--- src/rtl/ysyx_22050078_mem_arbiter_pkg.sv ---
// Shared types for the NPC memory-port arbiter: FSM states and default widths.
// Latency and backpressure are not applicable; this file declares types only.
package ysyx_22050078_mem_arbiter_pkg;

    typedef enum logic [1:0] {
        ARB_IDLE = 2'd0,
        ARB_REQ  = 2'd1,
        ARB_RESP = 2'd2
    } arb_state_e;

    localparam int ARB_ADDR_W     = 64;
    localparam int ARB_DATA_W     = 64;
    localparam int ARB_LSU_STREAK = 4;

    // Counter width that can hold the value LSU_STREAK itself.
    function automatic int streak_w(input int max_streak);
        return (max_streak < 2) ? 1 : $clog2(max_streak + 1);
    endfunction

endpackage

--- src/rtl/ysyx_22050078_mem_arbiter_if.sv ---
// Bundles the IFU, LSU and memory valid/ready channels of the arbiter.
// The master modport is the arbiter's view; the slave modport is the view of the requesters and the memory.
interface ysyx_22050078_mem_arbiter_if #(
    parameter int ADDR_W = 64,
    parameter int DATA_W = 64
);
    localparam int WMASK_W = DATA_W / 8;

    logic              ifu_req_valid;
    logic              ifu_req_ready;
    logic [ADDR_W-1:0] ifu_req_addr;
    logic              ifu_rsp_valid;
    logic [DATA_W-1:0] ifu_rsp_data;

    logic               lsu_req_valid;
    logic               lsu_req_ready;
    logic [ADDR_W-1:0]  lsu_req_addr;
    logic               lsu_req_wen;
    logic [DATA_W-1:0]  lsu_req_wdata;
    logic [WMASK_W-1:0] lsu_req_wmask;
    logic               lsu_rsp_valid;
    logic [DATA_W-1:0]  lsu_rsp_data;

    logic               mem_req_valid;
    logic               mem_req_ready;
    logic [ADDR_W-1:0]  mem_req_addr;
    logic               mem_req_wen;
    logic [DATA_W-1:0]  mem_req_wdata;
    logic [WMASK_W-1:0] mem_req_wmask;
    logic               mem_rsp_valid;
    logic [DATA_W-1:0]  mem_rsp_data;

    modport master (
        input  ifu_req_valid, ifu_req_addr,
        output ifu_req_ready, ifu_rsp_valid, ifu_rsp_data,
        input  lsu_req_valid, lsu_req_addr, lsu_req_wen, lsu_req_wdata, lsu_req_wmask,
        output lsu_req_ready, lsu_rsp_valid, lsu_rsp_data,
        output mem_req_valid, mem_req_addr, mem_req_wen, mem_req_wdata, mem_req_wmask,
        input  mem_req_ready, mem_rsp_valid, mem_rsp_data
    );

    modport slave (
        output ifu_req_valid, ifu_req_addr,
        input  ifu_req_ready, ifu_rsp_valid, ifu_rsp_data,
        output lsu_req_valid, lsu_req_addr, lsu_req_wen, lsu_req_wdata, lsu_req_wmask,
        input  lsu_req_ready, lsu_rsp_valid, lsu_rsp_data,
        input  mem_req_valid, mem_req_addr, mem_req_wen, mem_req_wdata, mem_req_wmask,
        output mem_req_ready, mem_rsp_valid, mem_rsp_data
    );

endinterface

--- src/rtl/ysyx_22050078_arb_pick.sv ---
// Winner select: LSU first unless its streak is full while IFU waits.
// Purely combinational (0 cycles); grants are zero when nobody is valid.
module ysyx_22050078_arb_pick (
    input  logic ifu_valid,
    input  logic lsu_valid,
    input  logic streak_full,
    output logic gnt_ifu,
    output logic gnt_lsu
);

    assign gnt_lsu = lsu_valid & ~(ifu_valid & streak_full);
    assign gnt_ifu = ifu_valid & ~gnt_lsu;

endmodule

--- src/rtl/ysyx_22050078_mem_arbiter.sv ---
// Shares one memory port between IFU and LSU with one transaction in flight and LSU priority bounded by a streak limit.
// Latency: grant N, mem request N+1, response N+2 at the earliest; requesters see ready=0 until the FSM returns to IDLE.
module ysyx_22050078_mem_arbiter
    import ysyx_22050078_mem_arbiter_pkg::*;
#(
    parameter int ADDR_W     = ARB_ADDR_W,
    parameter int DATA_W     = ARB_DATA_W,
    parameter int LSU_STREAK = ARB_LSU_STREAK
) (
    input  logic clk,
    input  logic rst,
    ysyx_22050078_mem_arbiter_if.master bus,
    output logic o_busy,
    output logic o_gnt_lsu,
    output logic o_err
);

    localparam int WMASK_W = DATA_W / 8;
    localparam int SW      = streak_w(LSU_STREAK);
    localparam logic [SW-1:0] STREAK_MAX = SW'(LSU_STREAK);

    arb_state_e         state_q, state_d;
    logic [ADDR_W-1:0]  addr_q, addr_d;
    logic               wen_q, wen_d;
    logic [DATA_W-1:0]  wdata_q, wdata_d;
    logic [WMASK_W-1:0] wmask_q, wmask_d;
    logic               gnt_lsu_q, gnt_lsu_d;
    logic [SW-1:0]      streak_q, streak_d;
    logic               err_q, err_d;
    logic               pick_ifu, pick_lsu;

    ysyx_22050078_arb_pick u_pick (
        .ifu_valid   (bus.ifu_req_valid),
        .lsu_valid   (bus.lsu_req_valid),
        .streak_full (streak_q == STREAK_MAX),
        .gnt_ifu     (pick_ifu),
        .gnt_lsu     (pick_lsu)
    );

    always_ff @(posedge clk or posedge rst) begin
        if (rst) begin
            state_q   <= ARB_IDLE;
            addr_q    <= '0;
            wen_q     <= 1'b0;
            wdata_q   <= '0;
            wmask_q   <= '0;
            gnt_lsu_q <= 1'b0;
            streak_q  <= '0;
            err_q     <= 1'b0;
        end else begin
            state_q   <= state_d;
            addr_q    <= addr_d;
            wen_q     <= wen_d;
            wdata_q   <= wdata_d;
            wmask_q   <= wmask_d;
            gnt_lsu_q <= gnt_lsu_d;
            streak_q  <= streak_d;
            err_q     <= err_d;
        end
    end

    always_comb begin
        state_d           = state_q;
        addr_d            = addr_q;
        wen_d             = wen_q;
        wdata_d           = wdata_q;
        wmask_d           = wmask_q;
        gnt_lsu_d         = gnt_lsu_q;
        streak_d          = streak_q;
        err_d             = err_q;
        bus.ifu_req_ready = 1'b0;
        bus.lsu_req_ready = 1'b0;
        bus.ifu_rsp_valid = 1'b0;
        bus.lsu_rsp_valid = 1'b0;
        bus.mem_req_valid = 1'b0;

        unique case (state_q)
            ARB_IDLE: begin
                err_d             = err_q | bus.mem_rsp_valid;
                bus.ifu_req_ready = pick_ifu;
                bus.lsu_req_ready = pick_lsu;
                if (pick_lsu) begin
                    state_d   = ARB_REQ;
                    addr_d    = bus.lsu_req_addr;
                    wen_d     = bus.lsu_req_wen;
                    wdata_d   = bus.lsu_req_wdata;
                    wmask_d   = bus.lsu_req_wmask;
                    gnt_lsu_d = 1'b1;
                    // Streak only grows while IFU is actually being held off.
                    if (!bus.ifu_req_valid)         streak_d = '0;
                    else if (streak_q != STREAK_MAX) streak_d = streak_q + 1'b1;
                end else if (pick_ifu) begin
                    state_d   = ARB_REQ;
                    addr_d    = bus.ifu_req_addr;
                    wen_d     = 1'b0;
                    wdata_d   = '0;
                    wmask_d   = '0;
                    gnt_lsu_d = 1'b0;
                    streak_d  = '0;
                end
            end
            ARB_REQ: begin
                bus.mem_req_valid = 1'b1;
                err_d             = err_q | bus.mem_rsp_valid;
                if (bus.mem_req_ready) state_d = ARB_RESP;
            end
            ARB_RESP: begin
                if (bus.mem_rsp_valid) begin
                    bus.lsu_rsp_valid = gnt_lsu_q;
                    bus.ifu_rsp_valid = ~gnt_lsu_q;
                    state_d           = ARB_IDLE;
                end
            end
            default: state_d = ARB_IDLE;
        endcase
    end

    assign bus.ifu_rsp_data  = bus.mem_rsp_data;
    assign bus.lsu_rsp_data  = bus.mem_rsp_data;
    assign bus.mem_req_addr  = addr_q;
    assign bus.mem_req_wen   = wen_q;
    assign bus.mem_req_wdata = wdata_q;
    assign bus.mem_req_wmask = wmask_q;

    assign o_busy    = (state_q != ARB_IDLE);
    assign o_gnt_lsu = gnt_lsu_q;
    assign o_err     = err_q;

endmodule

--- src/flat_wrapper.sv ---
// flat-port wrapper written by rule: the top's interface ports become plain ports
module ysyx_22050078_mem_arbiter_flat import ysyx_22050078_mem_arbiter_pkg::*;
#(
    parameter int ADDR_W     = ARB_ADDR_W,
    parameter int DATA_W     = ARB_DATA_W,
    parameter int LSU_STREAK = ARB_LSU_STREAK
)
  (clk, rst, o_busy, o_gnt_lsu, o_err, bus_ifu_req_valid, bus_ifu_req_addr, bus_ifu_req_ready, bus_ifu_rsp_valid, bus_ifu_rsp_data, bus_lsu_req_valid, bus_lsu_req_addr, bus_lsu_req_wen, bus_lsu_req_wdata, bus_lsu_req_wmask, bus_lsu_req_ready, bus_lsu_rsp_valid, bus_lsu_rsp_data, bus_mem_req_valid, bus_mem_req_addr, bus_mem_req_wen, bus_mem_req_wdata, bus_mem_req_wmask, bus_mem_req_ready, bus_mem_rsp_valid, bus_mem_rsp_data);
  ysyx_22050078_mem_arbiter_if #(.ADDR_W(ADDR_W), .DATA_W(DATA_W)) bus_i ();
  input  logic clk;
  input  logic rst;
  output logic o_busy;
  output logic o_gnt_lsu;
  output logic o_err;
  input wire logic [$bits(bus_i.ifu_req_valid)-1:0] bus_ifu_req_valid;
  input wire logic [$bits(bus_i.ifu_req_addr)-1:0] bus_ifu_req_addr;
  output wire logic [$bits(bus_i.ifu_req_ready)-1:0] bus_ifu_req_ready;
  output wire logic [$bits(bus_i.ifu_rsp_valid)-1:0] bus_ifu_rsp_valid;
  output wire logic [$bits(bus_i.ifu_rsp_data)-1:0] bus_ifu_rsp_data;
  input wire logic [$bits(bus_i.lsu_req_valid)-1:0] bus_lsu_req_valid;
  input wire logic [$bits(bus_i.lsu_req_addr)-1:0] bus_lsu_req_addr;
  input wire logic [$bits(bus_i.lsu_req_wen)-1:0] bus_lsu_req_wen;
  input wire logic [$bits(bus_i.lsu_req_wdata)-1:0] bus_lsu_req_wdata;
  input wire logic [$bits(bus_i.lsu_req_wmask)-1:0] bus_lsu_req_wmask;
  output wire logic [$bits(bus_i.lsu_req_ready)-1:0] bus_lsu_req_ready;
  output wire logic [$bits(bus_i.lsu_rsp_valid)-1:0] bus_lsu_rsp_valid;
  output wire logic [$bits(bus_i.lsu_rsp_data)-1:0] bus_lsu_rsp_data;
  output wire logic [$bits(bus_i.mem_req_valid)-1:0] bus_mem_req_valid;
  output wire logic [$bits(bus_i.mem_req_addr)-1:0] bus_mem_req_addr;
  output wire logic [$bits(bus_i.mem_req_wen)-1:0] bus_mem_req_wen;
  output wire logic [$bits(bus_i.mem_req_wdata)-1:0] bus_mem_req_wdata;
  output wire logic [$bits(bus_i.mem_req_wmask)-1:0] bus_mem_req_wmask;
  input wire logic [$bits(bus_i.mem_req_ready)-1:0] bus_mem_req_ready;
  input wire logic [$bits(bus_i.mem_rsp_valid)-1:0] bus_mem_rsp_valid;
  input wire logic [$bits(bus_i.mem_rsp_data)-1:0] bus_mem_rsp_data;
  assign bus_i.ifu_req_valid = bus_ifu_req_valid;
  assign bus_i.ifu_req_addr = bus_ifu_req_addr;
  assign bus_ifu_req_ready = bus_i.ifu_req_ready;
  assign bus_ifu_rsp_valid = bus_i.ifu_rsp_valid;
  assign bus_ifu_rsp_data = bus_i.ifu_rsp_data;
  assign bus_i.lsu_req_valid = bus_lsu_req_valid;
  assign bus_i.lsu_req_addr = bus_lsu_req_addr;
  assign bus_i.lsu_req_wen = bus_lsu_req_wen;
  assign bus_i.lsu_req_wdata = bus_lsu_req_wdata;
  assign bus_i.lsu_req_wmask = bus_lsu_req_wmask;
  assign bus_lsu_req_ready = bus_i.lsu_req_ready;
  assign bus_lsu_rsp_valid = bus_i.lsu_rsp_valid;
  assign bus_lsu_rsp_data = bus_i.lsu_rsp_data;
  assign bus_mem_req_valid = bus_i.mem_req_valid;
  assign bus_mem_req_addr = bus_i.mem_req_addr;
  assign bus_mem_req_wen = bus_i.mem_req_wen;
  assign bus_mem_req_wdata = bus_i.mem_req_wdata;
  assign bus_mem_req_wmask = bus_i.mem_req_wmask;
  assign bus_i.mem_req_ready = bus_mem_req_ready;
  assign bus_i.mem_rsp_valid = bus_mem_rsp_valid;
  assign bus_i.mem_rsp_data = bus_mem_rsp_data;
  ysyx_22050078_mem_arbiter #(.ADDR_W(ADDR_W), .DATA_W(DATA_W), .LSU_STREAK(LSU_STREAK)) u_core (.clk(clk), .rst(rst), .bus(bus_i), .o_busy(o_busy), .o_gnt_lsu(o_gnt_lsu), .o_err(o_err));
endmodule
--- config.mk ---
export PLATFORM = sky130hd
export DESIGN_NAME = ysyx_22050078_mem_arbiter_flat
export DESIGN_NICKNAME = d
export VERILOG_FILES = /design/src/rtl/ysyx_22050078_mem_arbiter_pkg.sv /design/src/rtl/ysyx_22050078_mem_arbiter_if.sv /design/src/rtl/ysyx_22050078_arb_pick.sv /design/src/rtl/ysyx_22050078_mem_arbiter.sv /design/src/flat_wrapper.sv
export SDC_FILE = /design/constraint.sdc
export NUM_CORES = 1
export LEC_CHECK = 0
export BUFFER_PORTS_ARGS = -buffer_cell sky130_fd_sc_hd__buf_2
export CAP_MARGIN = 30
export CORE_AREA = 3 3 213 215
export DETAILED_ROUTE_END_ITERATION = 16
export DIE_AREA = 0 0 216 218
export GPL_ROUTABILITY_DRIVEN = 0
export GPL_TIMING_DRIVEN = 0
export PLACE_DENSITY_LB_ADDON = 0.05
export SETUP_SLACK_MARGIN = 0.1
export SLEW_MARGIN = 30
export SYNTH_ARGS = -nofsm -noshare
export SYNTH_HDL_FRONTEND = slang
export SYNTH_SLANG_ARGS = --single-unit
--- constraint.sdc ---
create_clock -name clk -period 5.35 [get_ports clk]
set_clock_uncertainty 0.2 [all_clocks]
set_input_delay 1.3375 -clock clk [delete_from_list [all_inputs] [get_ports clk]]
set_output_delay 1.3375 -clock clk [all_outputs]
set_load 0.05 [all_outputs]
==> flow_results.xml <==
<?xml version="1.0" encoding="UTF-8"?>
<metrics>
  <group name="yosys">
    <metric name="synth_seq_cells" unit="">144</metric>
    <metric name="synth_largest_area_cell" unit="">dfrtp_1</metric>
    <metric name="netlist-cell-type-count" unit="">29</metric>
    <metric name="post_synth_inst_count" unit="">719</metric>
    <metric name="async_reset_ff_share" unit="%">100.0</metric>
    <metric name="synthFlopType" unit="">dfrtp_1</metric>
    <metric name="synth_seq_area_share" unit="%">47.07</metric>
    <metric name="syn-mean-instance-area" unit="sq um">10.65</metric>
    <metric name="syn-num-nets" unit="">992</metric>
    <metric name="yosys.area.top_type_share" unit="%">47.07</metric>
    <metric name="synth.area.top_cells" unit="">dfrtp_1 (47%), buf_4 (13%), o221ai_2 (9.8%)</metric>
    <metric name="syn_area" unit="sq mm">0.007656</metric>
    <metric name="number_of_synthesized_flops_with_an_enable_pin" unit="">0</metric>
    <metric name="synth-warning-count" unit="">0</metric>
  </group>
  <group name="drt">
    <metric name="detailed_routing_iteration_count_for_the_pre_antenna_repair_pass" unit="">6</metric>
    <metric name="routed_wl" unit="um">34420</metric>
    <metric name="ant_nets" unit="">0</metric>
    <metric name="drt_iter0_drcs" unit="">321</metric>
    <metric name="post_drt_wl_per_cell" unit="um">18.75</metric>
    <metric name="drc_errors" unit="">0</metric>
    <metric name="avgViaCountPerCell" unit="">4.005</metric>
    <metric name="num_vias" unit="">7353</metric>
  </group>
  <group name="clocking">
    <metric name="clkTransAtPathRegs" unit="ps">60</metric>
    <metric name="clock_path_buffers" unit="">2</metric>
    <metric name="cts_buffers" unit="">17</metric>
    <metric name="clockRootBuffer" unit="">clkbuf_16</metric>
    <metric name="hold_bufs_at_cts" unit="">0</metric>
    <metric name="cts.sink_count" unit="">144</metric>
    <metric name="clk_latency" unit="ps">440</metric>
    <metric name="tritoncts" unit="">yes</metric>
    <metric name="cts_repair_resize_count" unit="">0</metric>
    <metric name="h_tree_depth" unit="">4</metric>
    <metric name="postCtsSetupBuffers" unit="">0</metric>
  </group>
  <group name="timing">
    <metric name="final.hold.worst_slack" unit="ps">260.9</metric>
    <metric name="maxClockFrequency" unit="MHz">234.8</metric>
    <metric name="post-route-min-period" unit="ps">4258</metric>
    <metric name="final.period_utilization" unit="%">79.60</metric>
    <metric name="final-setup-viol-count" unit="">0</metric>
    <metric name="slew_worst_pin" unit="ps">668.7</metric>
    <metric name="timing.slew.headroom" unit="%">55.42</metric>
    <metric name="hold_violations" unit="">0</metric>
    <metric name="timing.final.ws_setup" unit="ps">1092</metric>
    <metric name="timing.setup.tns" unit="ps">0</metric>
    <metric name="rsz0062_at_grt" unit="">false</metric>
    <metric name="maxSlewViolCount" unit="">0</metric>
  </group>
  <group name="critical_path">
    <metric name="cp-endpoint" unit="">bus_lsu_req_ready</metric>
    <metric name="worstSetupStartpointType" unit="">primary input</metric>
    <metric name="reg2reg_setup_slack" unit="ps">2930</metric>
    <metric name="path_max_fanout" unit="">10</metric>
    <metric name="crit_top_cell" unit="">buf_2</metric>
    <metric name="crit_start" unit="">bus_ifu_req_valid</metric>
    <metric name="crit_path_cell_trace" unit="">buf_2 -&gt; nand3_1 -&gt; and3_1 -&gt; buf_2 -&gt; buf_2 -&gt; buf_2</metric>
    <metric name="worstSetupEndpointType" unit="">output port</metric>
    <metric name="reg2reg_to" unit="">u_core.bus.mem_req_addr[24]</metric>
    <metric name="cp_slowest_cell" unit="">buf_2</metric>
    <metric name="ff2ff_path_depth" unit="">7</metric>
    <metric name="cp_num_buf_inv" unit="">4</metric>
    <metric name="cpPeakStageDelay" unit="ps">310</metric>
    <metric name="critPathArrivalTime" unit="ps">2720</metric>
    <metric name="timing.setup.critical_path_class" unit="">in -&gt; out</metric>
    <metric name="critical_path_cell_count" unit="">6</metric>
    <metric name="cp_top_family" unit="">buffers and inverters</metric>
    <metric name="r2r-start" unit="">u_core.streak_q[0]</metric>
    <metric name="critical_path_required" unit="ps">3810</metric>
  </group>
  <group name="floorplan">
    <metric name="boundaryPins" unit="">544</metric>
    <metric name="starting_density_of_the_core" unit="%">17.43</metric>
    <metric name="floorplan.die_area" unit="sq mm">0.04709</metric>
    <metric name="placeableCoreArea" unit="sq mm">0.04393</metric>
    <metric name="die_height" unit="um">218</metric>
    <metric name="die_w" unit="um">216</metric>
    <metric name="number_of_rows_created_at_floorplan" unit="">77</metric>
  </group>
  <group name="global_routing">
    <metric name="grt_start_max_net_pins" unit="">25</metric>
    <metric name="grt_pass1_wl" unit="um">50040</metric>
    <metric name="antenna_found_initial" unit="">14</metric>
    <metric name="grt_pass1_vias" unit="">7784</metric>
    <metric name="globalRouteOverflowTotal" unit="">0</metric>
    <metric name="global_route.usage.total" unit="%">14.06</metric>
  </group>
  <group name="power">
    <metric name="vdd_ir_drop_max" unit="uV">283.7</metric>
    <metric name="power.clock.fraction" unit="%">16.5</metric>
    <metric name="netSwitchingFraction" unit="%">53.97</metric>
    <metric name="combPwrFrac" unit="%">59.3</metric>
    <metric name="sequentialPowerShare" unit="%">24.2</metric>
    <metric name="power.switching" unit="mW">4.147</metric>
    <metric name="total_power" unit="mW">7.683</metric>
    <metric name="cellInternalPower" unit="mW">3.536</metric>
    <metric name="power.static_leakage" unit="nW">5.896</metric>
    <metric name="power-per-cell-area" unit="mW/mm^2">664.1</metric>
  </group>
  <group name="final_layout">
    <metric name="filler_cell_count" unit="">4874</metric>
    <metric name="layout_commonest_cell" unit="">buf_2</metric>
    <metric name="post_route_cells_drive_above_1_share" unit="%">58.93</metric>
    <metric name="post_layout_instance_area" unit="sq mm">0.01157</metric>
    <metric name="post-route-util" unit="%">26.34</metric>
    <metric name="num-nets-final" unit="">1497</metric>
    <metric name="layout_common_cells" unit="">buf_2 (500), dfrtp_1 (144), buf_4 (131), nand3_1 (81), inv_1 (69)</metric>
    <metric name="instances_no_fill" unit="">1836</metric>
    <metric name="area_growth_from_synthesis_to_final_layout" unit="%">51.12</metric>
  </group>
  <group name="place">
    <metric name="port-buffer-count" unit="">479</metric>
    <metric name="dp.cells" unit="">1797</metric>
    <metric name="placedInstanceArea" unit="sq mm">0.01095</metric>
    <metric name="dp_hpwl" unit="um">26870</metric>
    <metric name="pre_cts_ws" unit="ps">1025</metric>
  </group>
  <group name="hold_path">
    <metric name="holdCritPathClass" unit="">reg -&gt; reg</metric>
    <metric name="worstHoldStart" unit="">u_core.o_err</metric>
  </group>
  <group name="flow_run">
    <metric name="max_cap_viol_count" unit="">0</metric>
  </group>
  <group name="run_status">
    <metric name="status" unit="">complete, no violations</metric>
  </group>
</metrics>
-- final cells by class --
class	instances	area [sq um]	area share (%)
Inverter	70	266.5	2.303
Antenna cell	7	17.52	0.1514
Multi-Input combinational cell	308	2487	21.50
Timing Repair Buffer	486	2545	22.00
Tap cell	592	740.7	6.402
Sequential cell	144	3603	31.15
Buffer	197	1303	11.26
Clock buffer	19	452.9	3.915
Clock inverter	13	153.9	1.330
-- worst min path at each step --
stage,to,cells past startpoint
2_1_floorplan,u_core.streak_q[2],1
3_3_place_gp,u_core.o_err,1
3_5_place_dp,u_core.o_err,1
4_1_cts,u_core.o_err,1
5_1_grt,u_core.o_err,1
6_report,u_core.o_err,1
-- Yosys cell counts (5+ instances only) --
| master | instances |
|---|---|
| buf_4 | 131 |
| a22o_1 | 59 |
| o221ai_2 | 50 |
| buf_2 | 21 |
| inv_1 | 70 |
| buf_6 | 6 |
| buf_1 | 5 |
| clkbuf_1 | 34 |
| nand4_1 | 64 |
| o2bb2ai_1 | 15 |
| nand3_1 | 81 |
| nand2_1 | 5 |
| o221ai_1 | 14 |
| dfrtp_1 | 144 |
-- logic make-up (layout without fill, tap and decap cells) --
family | Yosys count | in the layout | share of synthesized area [%]
flops | 144 | 144 | 47.07
buf+inv | 267 | 785 | 20.44
compound gates | 146 | 146 | 20.58
fa+ha+maj | 2 | 2 | 0.3268
simple gates | 160 | 160 | 11.59
other cells | 0 | 7 | 0
-- per-layer routing --
metal / share of wire [%] / up-vias / GRT usage (%)
met1: 41 / 3527 / 16.81
met2: 49 / 266 / 23.31
li1: - / 3515 / -
met5: 0.23 / - / 0
met3: 8.6 / 31 / 5.713
met4: 1.0 / 14 / 4.093
-- state kept, by name, indices dropped and copies added (netlist names) --
signal / count
u_core.bus.mem_req_addr: 64
u_core.bus.mem_req_wdata: 64
u_core.bus.mem_req_wen: 1
u_core.bus.mem_req_wmask: 8
u_core.o_err: 1
u_core.o_gnt_lsu: 1
u_core.state_q: 2
u_core.streak_q: 3
-- power groups by stage --
stage                     Sequential [mW]  Clock (mW)  Combinational, mW
after floorplan                      3.52           0               1.72
after global placement               1.88           0               4.65
after detailed placement             1.86           0               4.65
after CTS                            1.86        1.33               4.64
after global routing                 1.93        1.37               4.84
final                                1.86        1.27               4.56
Note: power is estimated with default switching activity, not from simulation.
